## src/rtl/disp_axi_rd_arb.sv

```systemverilog
// disp_axi_rd_arb: two-port AXI read-channel arbiter, one burst in flight.
// Port 0 is the display controller, port 1 the secondary reader.
//
// Ports:
//   ACLK, ARESETN            clock, async active-low reset
//   S0_* / S1_*              requester AR and R channels (ARADDR, ARVALID,
//                            ARREADY, RDATA, RVALID, RLAST, RREADY)
//   M_*                      shared downstream AR and R channels
//   GRANT                    one-hot channel owner, 2'b00 when idle
//
// Build option:
//   DISP_ARB_RR_EN  defined   -> round-robin on simultaneous requests
//                   undefined -> fixed priority, port 0 wins ties
module disp_axi_rd_arb #(
    parameter int DW = 64
) (
    input  logic          ACLK,
    input  logic          ARESETN,

    input  logic [31:0]   S0_ARADDR,
    input  logic          S0_ARVALID,
    output logic          S0_ARREADY,
    output logic [DW-1:0] S0_RDATA,
    output logic          S0_RVALID,
    output logic          S0_RLAST,
    input  logic          S0_RREADY,

    input  logic [31:0]   S1_ARADDR,
    input  logic          S1_ARVALID,
    output logic          S1_ARREADY,
    output logic [DW-1:0] S1_RDATA,
    output logic          S1_RVALID,
    output logic          S1_RLAST,
    input  logic          S1_RREADY,

    output logic [31:0]   M_ARADDR,
    output logic          M_ARVALID,
    input  logic          M_ARREADY,
    input  logic [DW-1:0] M_RDATA,
    input  logic          M_RVALID,
    input  logic          M_RLAST,
    output logic          M_RREADY,

    output logic [1:0]    GRANT
);

    typedef enum logic [1:0] {
        IDLE = 2'd0,
        ADDR = 2'd1,
        DATA = 2'd2
    } state_t;

    state_t     state;
    state_t     state_nxt;
    logic [1:0] grant_q;
    logic [1:0] grant_nxt;
    logic [1:0] win;
    logic       in_addr;
    logic       in_data;
    logic       m_rready;

`ifdef DISP_ARB_RR_EN
    // 1'b1 means port 1 was served last, so port 0 wins the next tie.
    logic last_q;
    logic last_nxt;
`endif

    // Winner of the current request set; 2'b00 when nobody asks.
    always_comb begin
        win = 2'b00;
        if (S0_ARVALID && S1_ARVALID) begin
`ifdef DISP_ARB_RR_EN
            win = last_q ? 2'b01 : 2'b10;
`else
            win = 2'b01;
`endif
        end else if (S0_ARVALID) begin
            win = 2'b01;
        end else if (S1_ARVALID) begin
            win = 2'b10;
        end
    end

    always_ff @(posedge ACLK or negedge ARESETN) begin
        if (!ARESETN) begin
            state   <= IDLE;
            grant_q <= 2'b00;
`ifdef DISP_ARB_RR_EN
            last_q  <= 1'b1;
`endif
        end else begin
            state   <= state_nxt;
            grant_q <= grant_nxt;
`ifdef DISP_ARB_RR_EN
            last_q  <= last_nxt;
`endif
        end
    end

    always_comb begin
        state_nxt = state;
        grant_nxt = grant_q;
`ifdef DISP_ARB_RR_EN
        last_nxt  = last_q;
`endif
        unique case (state)
            IDLE: begin
                if (win != 2'b00) begin
                    state_nxt = ADDR;
                    grant_nxt = win;
`ifdef DISP_ARB_RR_EN
                    last_nxt  = win[1];
`endif
                end
            end
            ADDR: begin
                // M_ARVALID is held high for the whole state.
                if (M_ARREADY) begin
                    state_nxt = DATA;
                end
            end
            DATA: begin
                if (M_RVALID && m_rready && M_RLAST) begin
                    state_nxt = IDLE;
                    grant_nxt = 2'b00;
                end
            end
            default: begin
                state_nxt = IDLE;
                grant_nxt = 2'b00;
            end
        endcase
    end

    assign in_addr = (state == ADDR);
    assign in_data = (state == DATA);

    assign m_rready = in_data &&
                      ((grant_q[0] && S0_RREADY) ||
                       (grant_q[1] && S1_RREADY));

    // Everything is gated by state and grant, so the idle port and
    // the idle phases always see zeros.
    always_comb begin
        M_ARVALID  = in_addr;
        M_ARADDR   = 32'h0;
        M_RREADY   = m_rready;
        S0_ARREADY = 1'b0;
        S1_ARREADY = 1'b0;
        S0_RVALID  = 1'b0;
        S1_RVALID  = 1'b0;
        S0_RLAST   = 1'b0;
        S1_RLAST   = 1'b0;
        S0_RDATA   = '0;
        S1_RDATA   = '0;
        if (in_addr) begin
            M_ARADDR   = grant_q[1] ? S1_ARADDR : S0_ARADDR;
            S0_ARREADY = grant_q[0] && M_ARREADY;
            S1_ARREADY = grant_q[1] && M_ARREADY;
        end
        if (in_data && grant_q[0]) begin
            S0_RVALID = M_RVALID;
            S0_RLAST  = M_RLAST;
            S0_RDATA  = M_RDATA;
        end
        if (in_data && grant_q[1]) begin
            S1_RVALID = M_RVALID;
            S1_RLAST  = M_RLAST;
            S1_RDATA  = M_RDATA;
        end
    end

    assign GRANT = grant_q;

endmodule

```

## config.mk

```make
export PLATFORM = sky130hd
export DESIGN_NAME = disp_axi_rd_arb
export DESIGN_NICKNAME = d
export VERILOG_FILES = /design/src/rtl/disp_axi_rd_arb.sv
export SDC_FILE = /design/constraint.sdc
export NUM_CORES = 1
export LEC_CHECK = 0
export ABC_AREA = 1
export CAP_MARGIN = 15
export CORE_AREA = 3 3 117 119
export CTS_CLUSTER_DIAMETER = 50
export DETAILED_ROUTE_END_ITERATION = 8
export DIE_AREA = 0 0 120 122
export DONT_BUFFER_PORTS = 1
export PLACE_DENSITY = 0.3
export SLEW_MARGIN = 25
export SYNTH_ARGS = -nofsm -noshare
export SYNTH_HDL_FRONTEND = slang
export SYNTH_SLANG_ARGS = --single-unit
```

## constraint.sdc

```tcl
create_clock -name ACLK -period 1.6 [get_ports ACLK]
set_input_delay 0.24 -clock ACLK [delete_from_list [all_inputs] [get_ports ACLK]]
set_output_delay 0.24 -clock ACLK [all_outputs]
set_load 0.03 [all_outputs]
```

==> impl_metrics.env, run 1 <==
export IMPL_status="finished, violations left"
export IMPL_violations="setup timing"
export IMPL_core_region_area_mm2=0.01267
export IMPL_cts_made_buffers=3
export IMPL_crit_path_start_kind="flip-flop"
export IMPL_synthTopCellsByArea="nor2_1 (32%), nand2_1 (19%), inv_1 (17%), a21oi_1 (10%), buf_6 (7.2%)"
export IMPL_synth_fa_ha_area_share_pct=0
export IMPL_cts_sinks=4
export IMPL_power_leakage_nw=2.209
export IMPL_gr_usage_met1_pct=11.22
export IMPL_dr_total_vias=2765
export IMPL_critPathKind="reg -> out"
export IMPL_setup_slack_ns=-0.05139
export IMPL_yosysTopAreaCell="nor2_1"
export IMPL_synth_xor_area_share_pct=0
export IMPL_fmax_mhz=605.6
export IMPL_dr_pass1_iters=4
export IMPL_drive_above_1_share_pct=64.11
export IMPL_synthMuxAreaShare_pct=0
export IMPL_initial_core_util_pct=12.36
export IMPL_grt_pass1_vias=2639
export IMPL_setup_tns_ns=-1.116
export IMPL_critPathCaptureType="output pin"
export IMPL_hp_class="in -> reg"
export IMPL_use_met3_pct=1.811
export IMPL_final_cells=693
export IMPL_met2_usage_pct=25.47
export IMPL_antenna_found_initial=0
export IMPL_cts_buffer_depth=2
export IMPL_placed_area_mm2=0.003288
export IMPL_synth_compound_area_share_pct=11.66
export IMPL_track_usage_pct=11.78
export IMPL_finalNetCount=659
export IMPL_finalClockSkew_ns=0.001352
export IMPL_ys_seq_area_share_pct=6.390
export IMPL_async_flop_share_pct=100.0
export IMPL_slew_headroom_pct=82.01
export IMPL_synthFlopType="dfrtp_1"
export IMPL_drt_iter0_markers=94
export IMPL_ir_worst_vdd_mv=0.7956
export IMPL_ys_warn_count=0
export IMPL_clockRootBuffer="clkbuf_16"
export IMPL_synthTopCellsByCount="nor2_1 (135), nand2_1 (80), inv_1 (70)"
export IMPL_worst_pin_slew_ns=0.2693
export IMPL_drv_cap=0
export IMPL_die_w_um=120
export IMPL_dp_cells=672
export IMPL_slew_viol_final=0
export IMPL_design_area_mm2=0.004139
export IMPL_setup_viol=92
export IMPL_grt_pass1_wl_um=13810
export IMPL_synthSimpleGateAreaFrac_pct=53.12
export IMPL_pre_cts_ws_ns=0.05673
export IMPL_fin_crit_ns=1.651
export IMPL_rows=41
export IMPL_clkTransAtPathRegs_ns=0.03
export IMPL_critPathArrivalTime_ns=1.41
export IMPL_drc=0
export IMPL_io_buffers=0
export IMPL_busiest_layer="met2"
export IMPL_power_density_mw_per_mm2=1516
export IMPL_wl_per_cell_um=15.51
export IMPL_pin_count=307
export IMPL_dp_hpwl_um=7863
export IMPL_htreeDepth=1
export IMPL_grt_max_degree=37
export IMPL_synth_area_mm2=0.001567
export IMPL_netlist_instances=355
export IMPL_synth_cell_types=15
export IMPL_diodes=0
export IMPL_fin_crit_sh_pct=103.2
export IMPL_finalHoldViolCount=0
export IMPL_worst_path_max_fanout=6
export IMPL_die_height_um=122
export IMPL_gp_congestion=0.7537
export IMPL_layout_area_overhead_vs_synth_pct=164.2
export IMPL_synth_edf_count=0
export IMPL_cp_required_ns=1.36
export IMPL_grt_overflow_total=0
export IMPL_drtAntennaViolNets=0
export IMPL_syn_num_nets=492
export IMPL_cts_tree="done"
export IMPL_avgSynthCellArea_um2=4.413
export IMPL_yosys_register_bits=4
export IMPL_clk_latency_ns=0.23
export IMPL_die_area_mm2=0.01464
export IMPL_rsz0062_at_grt="yes"
export IMPL_synth_top_family_by_area="simple AND/OR/NAND/NOR gates"
export IMPL_vias_per_cell=3.990
export IMPL_synth_most_common_cell="nor2_1"
export IMPL_wl_um=10750
export IMPL_yosys_area_top_type_share_pct=32.35
power breakdown:
group,total [W],switching (W),internal [W],leakage (nW)
combinational,0.00566,0.00348,0.00217,2.12
clock,0.000404,0.0000748,0.000329,0.0382
sequential,0.000212,0.0000593,0.000153,0.0490
repair_timing:
action,CTS,global route
hold buffers,1,0
gates resized for setup,31,108
setup buffers,7,2
gates cloned,2,6
endpoints found under the setup margin,161,167
hold endpoints to repair,4,0
pin swaps,3,28
metal layers:
metal / up-vias / wire, µm
met1: 1251 / 3549
met5: - / 0
li1: 1341 / -
met3: 7 / 814
met2: 166 / 6278
met4: 0 / 108
area by class of cell:
| type | instances | area, µm² |
|---|---|---|
| clock buffers | 4 | 78.83 |
| inverters | 72 | 272.8 |
| well taps | 172 | 215.2 |
| fillers | 1341 | 8532 |
| repair buffers | 186 | 1814 |
| flip-flops and latches | 4 | 101.3 |
| multi-input cells | 255 | 1657 |
logic make-up (layout without fill, tap and decap cells):
family                 after synthesis  in the layout
DFF                                  4              4
and+or+nand+nor                    219            219
buffers and inverters               96            262
AOI/OAI and AO/OA                   36             36
worst max-delay path, stage by stage (launching register included):
cell and delay, ns:
dfrtp_1 0.37, buf_4 0.15, nand2_2 0.15, buf_4 0.22, nor3_4 0.13, buf_6 0.16
metrics by stage:
step | power (W) | hold slack (ns) | utilization (%)
finish | 0.006275 | 0.1217 | 32.67
global placement | 0.004464 | -0.05505 | 25.95
floorplan | 0.003194 | -0.05559 | -
CTS | 0.005392 | 0.1213 | 28.54
detailed placement | 0.004493 | -0.05507 | 25.95
global route | 0.006650 | 0.1520 | 32.67
cells in the final DEF (no fill, tap or decap), types with 3 or more instances in the layout:
master / instances
a21oi_2: 19
a21oi_4: 13
buf_12: 9
buf_4: 119
buf_6: 50
clkbuf_16: 8
dfrtp_1: 3
inv_1: 70
nand2_1: 49
nand2_2: 4
nand2_4: 27
nor2_1: 57
nor2_2: 78
o21ai_0: 3
registers in the layout (all words and copies together) (netlist names):
signal / count
GRANT: 2
state: 2
path summary, 6_finish.rpt:
check	start	to	slack, ns	cells after the start
worst min register to register	GRANT[1]$_DFFE_PN0P_	GRANT[1]$_DFFE_PN0P_	0.57	2
min in group asynchronous	ARESETN	state[1]$_DFFE_PN0P_	0.30	1
worst max-delay path	state[0]$_DFFE_PN0P_	S1_ARREADY	-0.05	5
worst min-delay path	M_ARREADY	state[0]$_DFFE_PN0P_	0.12	1
worst max register to register	state[0]$_DFFE_PN0P_	state[0]$_DFFE_PN0P_	0.43	4
max in group asynchronous	ARESETN	GRANT[1]$_DFFE_PN0P_	1.10	1
Power figures use the tool's default switching activity.
==> inputs of run 2 (changes only) <==
- clock period: 1.6 -> 1.46 ns (I/O delays scaled with it)
==> impl_metrics.env, run 2 (synthesis results as in run 1) <==
export IMPL_status="finished, violations left"
export IMPL_violations="setup timing"
export IMPL_finalClockSkew_ns=0.003243
export IMPL_rsz0062_at_grt="yes"
export IMPL_ir_worst_vdd_mv=1.117
export IMPL_fin_crit_sh_pct=111.0
export IMPL_die_height_um=122
export IMPL_slew_viol_final=0
export IMPL_met2_usage_pct=24.24
export IMPL_combinationalPowerShare_pct=89.3
export IMPL_track_usage_pct=11.41
export IMPL_drv_cap=0
export IMPL_cts_tree="done"
export IMPL_pin_count=307
export IMPL_die_w_um=120
export IMPL_crit_path_start_kind="flip-flop"
export IMPL_setup_worst_path_start="state[0]$_DFFE_PN0P_"
export IMPL_wl_um=9669
export IMPL_layout_area_overhead_vs_synth_pct=150.9
export IMPL_critPathArrivalTime_ns=1.40
export IMPL_diodes=0
export IMPL_multi_input_area_mm2=0.001851
export IMPL_io_buffers=0
export IMPL_power_leakage_nw=1.927
export IMPL_dr_total_vias=2591
export IMPL_power_density_mw_per_mm2=1653
export IMPL_pwr_share_clk_pct=6.8
export IMPL_setup_tns_ns=-19.97
export IMPL_cts_made_buffers=3
export IMPL_use_met3_pct=2.971
export IMPL_clk_latency_ns=0.23
export IMPL_core_region_area_mm2=0.01267
export IMPL_swShare_pct=60.14
export IMPL_vias_per_cell=3.974
export IMPL_rows=41
export IMPL_initial_core_util_pct=12.36
export IMPL_grt_pass1_wl_um=13480
export IMPL_clkTransAtPathRegs_ns=0.03
export IMPL_grt_pass1_vias=2447
export IMPL_htreeDepth=1
export IMPL_fin_crit_ns=1.620
export IMPL_busiest_layer="met2"
export IMPL_drtAntennaViolNets=0
export IMPL_grt_max_degree=34
export IMPL_antenna_found_initial=0
export IMPL_drive_above_1_share_pct=58.96
export IMPL_p_int_w=0.002590
export IMPL_die_area_mm2=0.01464
export IMPL_critPathKind="reg -> out"
export IMPL_setup_slack_ns=-0.1604
export IMPL_placed_area_mm2=0.003500
export IMPL_power_total_w=0.006498
export IMPL_clockRootBuffer="clkbuf_16"
export IMPL_worst_path_max_fanout=22
export IMPL_wl_per_cell_um=14.83
export IMPL_final_common_cell="buf_4"
export IMPL_critPathCaptureType="output pin"
export IMPL_design_area_mm2=0.003930
export IMPL_rr_startpoint="state[1]$_DFFE_PN0P_"
export IMPL_finalNetCount=618
export IMPL_dr_pass1_iters=5
export IMPL_layout_common_cells="buf_4 (107), inv_1 (70), nand2_1 (70)"
export IMPL_p_switching_w=0.003908
export IMPL_slew_headroom_pct=81.74
export IMPL_fillCellCount=1387
export IMPL_pwr_share_seq_pct=3.9
export IMPL_cp_required_ns=1.24
export IMPL_drc=0
export IMPL_finalHoldViolCount=0
export IMPL_cts_buffer_depth=2
export IMPL_gr_usage_met1_pct=11.05
export IMPL_r2r_slack_ns=0.30
export IMPL_worst_pin_slew_ns=0.2733
export IMPL_dp_hpwl_um=8033
export IMPL_setup_viol=168
export IMPL_fmax_mhz=617.1
export IMPL_drt_iter0_markers=35
export IMPL_ff_latch_area_um2=101.3
export IMPL_hp_class="in -> reg"
export IMPL_gp_congestion=0.7111
export IMPL_cts_sinks=4
export IMPL_min_from="S0_ARVALID"
export IMPL_grt_overflow_total=0
==> run 2: changes by cell type in the layout (fill, tap and decap cells not counted), sizes merged <==
cell,before,now
buf,180,142
clkbuf,9,6
clkinv,0,1
inv,72,71
==> run 2: timing repair <==
action                                  4_1_cts  5_1_grt
hold buffers                                  1        0
endpoints found under the hold margin         4        0
pin swaps                                     6       14
cloned                                        3        3
setup buffers                                 2        1
endpoints found under the setup margin      168      168
gates resized for setup                      27       21
==> run 2: worst paths after layout <==
kind | to | cells after the start
setup / recovery | S1_RDATA[0] | 5
hold / removal | GRANT[0]$_DFFE_PN0P_ | 2
setup reg to reg | state[0]$_DFFE_PN0P_ | 5
hold reg to reg | state[1]$_DFFE_PN0P_ | 3
max in group asynchronous | GRANT[1]$_DFFE_PN0P_ | 1
min in group asynchronous | state[0]$_DFFE_PN0P_ | 1
==> run 2: layout make-up <==
| class | count | area share [%] |
|---|---|---|
| repair buffers | 145 | 35.85 |
| well taps | 172 | 5.476 |
| flip-flops and latches | 4 | 2.579 |
| multi-input cells | 255 | 47.09 |
| inverters | 72 | 7.004 |
| clock buffers | 4 | 2.006 |
==> run 2: power groups by stage <==
| stage | logic [W] | registers, W | clock network, W |
|---|---|---|---|
| after floorplan | 0.00366 | 0.000265 | 0 |
| after global placement | 0.00497 | 0.000245 | 0 |
| after detailed placement | 0.00499 | 0.000247 | 0 |
| after CTS | 0.00557 | 0.000248 | 0.000455 |
| after global routing | 0.00615 | 0.000264 | 0.000466 |
| final | 0.00580 | 0.000251 | 0.000445 |
==> run 2: worst max-delay path: stages (launching register included) <==
cell and delay (ns):
dfrtp_1 0.39, nor2_4 0.18, nand2_4 0.12, buf_12 0.21
nor2_2 0.10, buf_4 0.16
==> run 2: metal layers <==
| metal | share of wire [%] | up-vias |
|---|---|---|
| li1 | - | 1263 |
| met1 | 31 | 1143 |
| met2 | 58 | 177 |
| met3 | 10 | 8 |
| met4 | 0.90 | 0 |
| met5 | 0 | - |
==> run 2: per-stage QoR <==
| stage | cells | setup WS (ns) | utilization [%] | hold slack [ns] |
|---|---|---|---|---|
| 2_1_floorplan | 355 | -0.1214 | - | -0.07659 |
| 3_3_place_gp | 638 | 0.01097 | 27.62 | -0.07636 |
| 3_5_place_dp | 638 | -0.02087 | 27.62 | -0.07629 |
| 4_1_cts | 648 | -0.1741 | 29.88 | 0.1142 |
| 5_1_grt | 652 | -0.2431 | 31.02 | 0.1457 |
| 6_report | 652 | -0.1604 | 31.02 | 0.1181 |
==> inputs of run 3 (changes only) <==
- CORE_AREA: 3 3 117 119 -> 3 3 119 121
- DIE_AREA: 0 0 120 122 -> 0 0 122 124
==> impl_metrics.env, run 3 (synthesis results as in run 1) <==
export IMPL_status="finished, violations left"
export IMPL_violations="setup timing"
export IMPL_worst_pin_slew_ns=0.3456
export IMPL_drive_above_1_share_pct=68.02
export IMPL_finalHoldViolCount=0
export IMPL_placed_area_mm2=0.003395
export IMPL_slew_viol_final=0
export IMPL_p_int_w=0.003113
export IMPL_cts_made_buffers=3
export IMPL_r2r_slack_ns=0.29
export IMPL_cpPeakStageDelay_ns=0.39
export IMPL_cts_buffer_depth=2
export IMPL_fin_crit_sh_pct=114.2
export IMPL_slew_headroom_pct=76.96
export IMPL_htreeDepth=1
export IMPL_final_util_pct=32.55
export IMPL_vias_per_cell=3.978
export IMPL_final_cells=645
export IMPL_cts_sinks=4
export IMPL_clk_latency_ns=0.22
export IMPL_clockRootBuffer="clkbuf_16"
export IMPL_cp_required_ns=1.24
export IMPL_drv_cap=0
export IMPL_hp_class="in -> reg"
export IMPL_gp_congestion=0.6535
export IMPL_dp_hpwl_um=7976
export IMPL_track_usage_pct=11.64
export IMPL_antenna_found_initial=0
export IMPL_fmax_mhz=599.7
export IMPL_power_density_mw_per_mm2=1731
export IMPL_layout_common_cells="buf_4 (75), inv_1 (69), nor2_1 (47)"
export IMPL_swShare_pct=58.10
export IMPL_die_w_um=122
export IMPL_cts_tree="done"
export IMPL_initial_core_util_pct=11.88
export IMPL_clkTransAtPathRegs_ns=0.03
export IMPL_wl_per_cell_um=15.80
export IMPL_rsz0062_at_grt="yes"
export IMPL_critPathArrivalTime_ns=1.45
export IMPL_dr_total_vias=2566
export IMPL_cp_slowest_cell="dfrtp_1"
export IMPL_setup_viol=166
export IMPL_crit_family="simple AND/OR/NAND/NOR gates"
export IMPL_pwr_share_seq_pct=3.3
export IMPL_crit_path_start_kind="flip-flop"
export IMPL_diodes=0
export IMPL_design_area_mm2=0.004293
export IMPL_die_height_um=124
export IMPL_die_area_mm2=0.01513
export IMPL_io_buffers=0
export IMPL_dp_cells=624
export IMPL_grt_max_degree=67
export IMPL_dr_pass1_iters=4
export IMPL_drt_iter0_markers=70
export IMPL_grt_overflow_total=0
export IMPL_pwr_share_clk_pct=5.9
export IMPL_finalNetCount=607
export IMPL_ir_worst_vdd_mv=1.155
export IMPL_grt_pass1_vias=2387
export IMPL_drtAntennaViolNets=0
export IMPL_grt_pass1_wl_um=13660
export IMPL_core_region_area_mm2=0.01319
export IMPL_power_leakage_nw=2.043
export IMPL_wl_um=10190
export IMPL_finalClockSkew_ns=0.002798
export IMPL_p_switching_w=0.004317
export IMPL_layout_area_overhead_vs_synth_pct=174.0
export IMPL_cp_cell_sequence="nor2_4 -> nand2_2 -> buf_12 -> nor2_1 -> buf_4"
export IMPL_crit_buf_inv=2
export IMPL_pin_count=307
export IMPL_final_common_cell="buf_4"
export IMPL_rows=42
export IMPL_combinationalPowerShare_pct=90.8
export IMPL_drc=0
export IMPL_fin_crit_ns=1.667
export IMPL_critPathKind="reg -> out"
export IMPL_setup_slack_ns=-0.2074
export IMPL_fillCellCount=1417
export IMPL_setup_tns_ns=-21.71
export IMPL_worst_path_max_fanout=66
export IMPL_critPathCaptureType="output pin"
[run 3: cell types whose count changed in the layout (fill, tap and decap cells not counted), moves of 5 or more]
cell / previous run / this run
nand2_1: 70 / 23
buf_4: 107 / 75
nand2_4: 1 / 31
nand2_2: 8 / 25
buf_6: 20 / 34
buf_12: 9 / 14
[run 3: area by class of cell]
type	count	area (µm²)	area share [%]
timing repair buffer	134	1489	34.68
sequential	4	101.3	2.361
clock buffer	4	78.83	1.836
tap	176	220.2	5.130
multi-input combinational	255	2123	49.46
inverter	72	280.3	6.529
[run 3: timing repair]
| item | in CTS | in global routing |
|---|---|---|
| endpoints found under the setup margin | 167 | 168 |
| hold endpoints to repair | 4 | 0 |
| hold buffers | 1 | 0 |
| buffers inserted | 6 | 2 |
| pin swaps | 15 | 32 |
| gates cloned | 6 | 4 |
| gates resized for setup | 69 | 76 |
[run 3: per-layer routing]
metal  wire length, µm  track usage, %
met1              3072           11.42
met2              6012           24.38
met3              1061           3.361
met4                48           1.471
met5                 0               0
[run 3: path summary, 6_finish.rpt]
path                                      startpoint                    to  depth (start not counted)
worst max-delay path            state[0]$_DFFE_PN0P_             S0_RVALID                          5
worst min-delay path                      S0_ARVALID  GRANT[0]$_DFFE_PN0P_                          2
worst max register to register  GRANT[1]$_DFFE_PN0P_  GRANT[1]$_DFFE_PN0P_                          5
worst min register to register  state[0]$_DFFE_PN0P_  state[1]$_DFFE_PN0P_                          3
max in group asynchronous                    ARESETN  GRANT[1]$_DFFE_PN0P_                          1
min in group asynchronous                    ARESETN  state[1]$_DFFE_PN0P_                          1
[run 3: power groups by stage]
stage | Combinational [W] | Clock (W) | Sequential, W
after floorplan | 0.00366 | 0 | 0.000265
final | 0.00675 | 0.000435 | 0.000245
after global placement | 0.00501 | 0 | 0.000238
after CTS | 0.00626 | 0.000442 | 0.000241
after global routing | 0.00711 | 0.000460 | 0.000257
after detailed placement | 0.00504 | 0 | 0.000239
[run 3: stage by stage]
| stage | hold slack [ns] | total power, W | setup slack (ns) |
|---|---|---|---|
| 2_1_floorplan | -0.07659 | 0.003924 | -0.1214 |
| 4_1_cts | 0.1389 | 0.006942 | -0.1990 |
| 6_report | 0.1304 | 0.007431 | -0.2074 |
| 5_1_grt | 0.1459 | 0.007828 | -0.3124 |
| 3_5_place_dp | -0.07627 | 0.005283 | -0.01629 |
| 3_3_place_gp | -0.07627 | 0.005249 | 0.009870 |
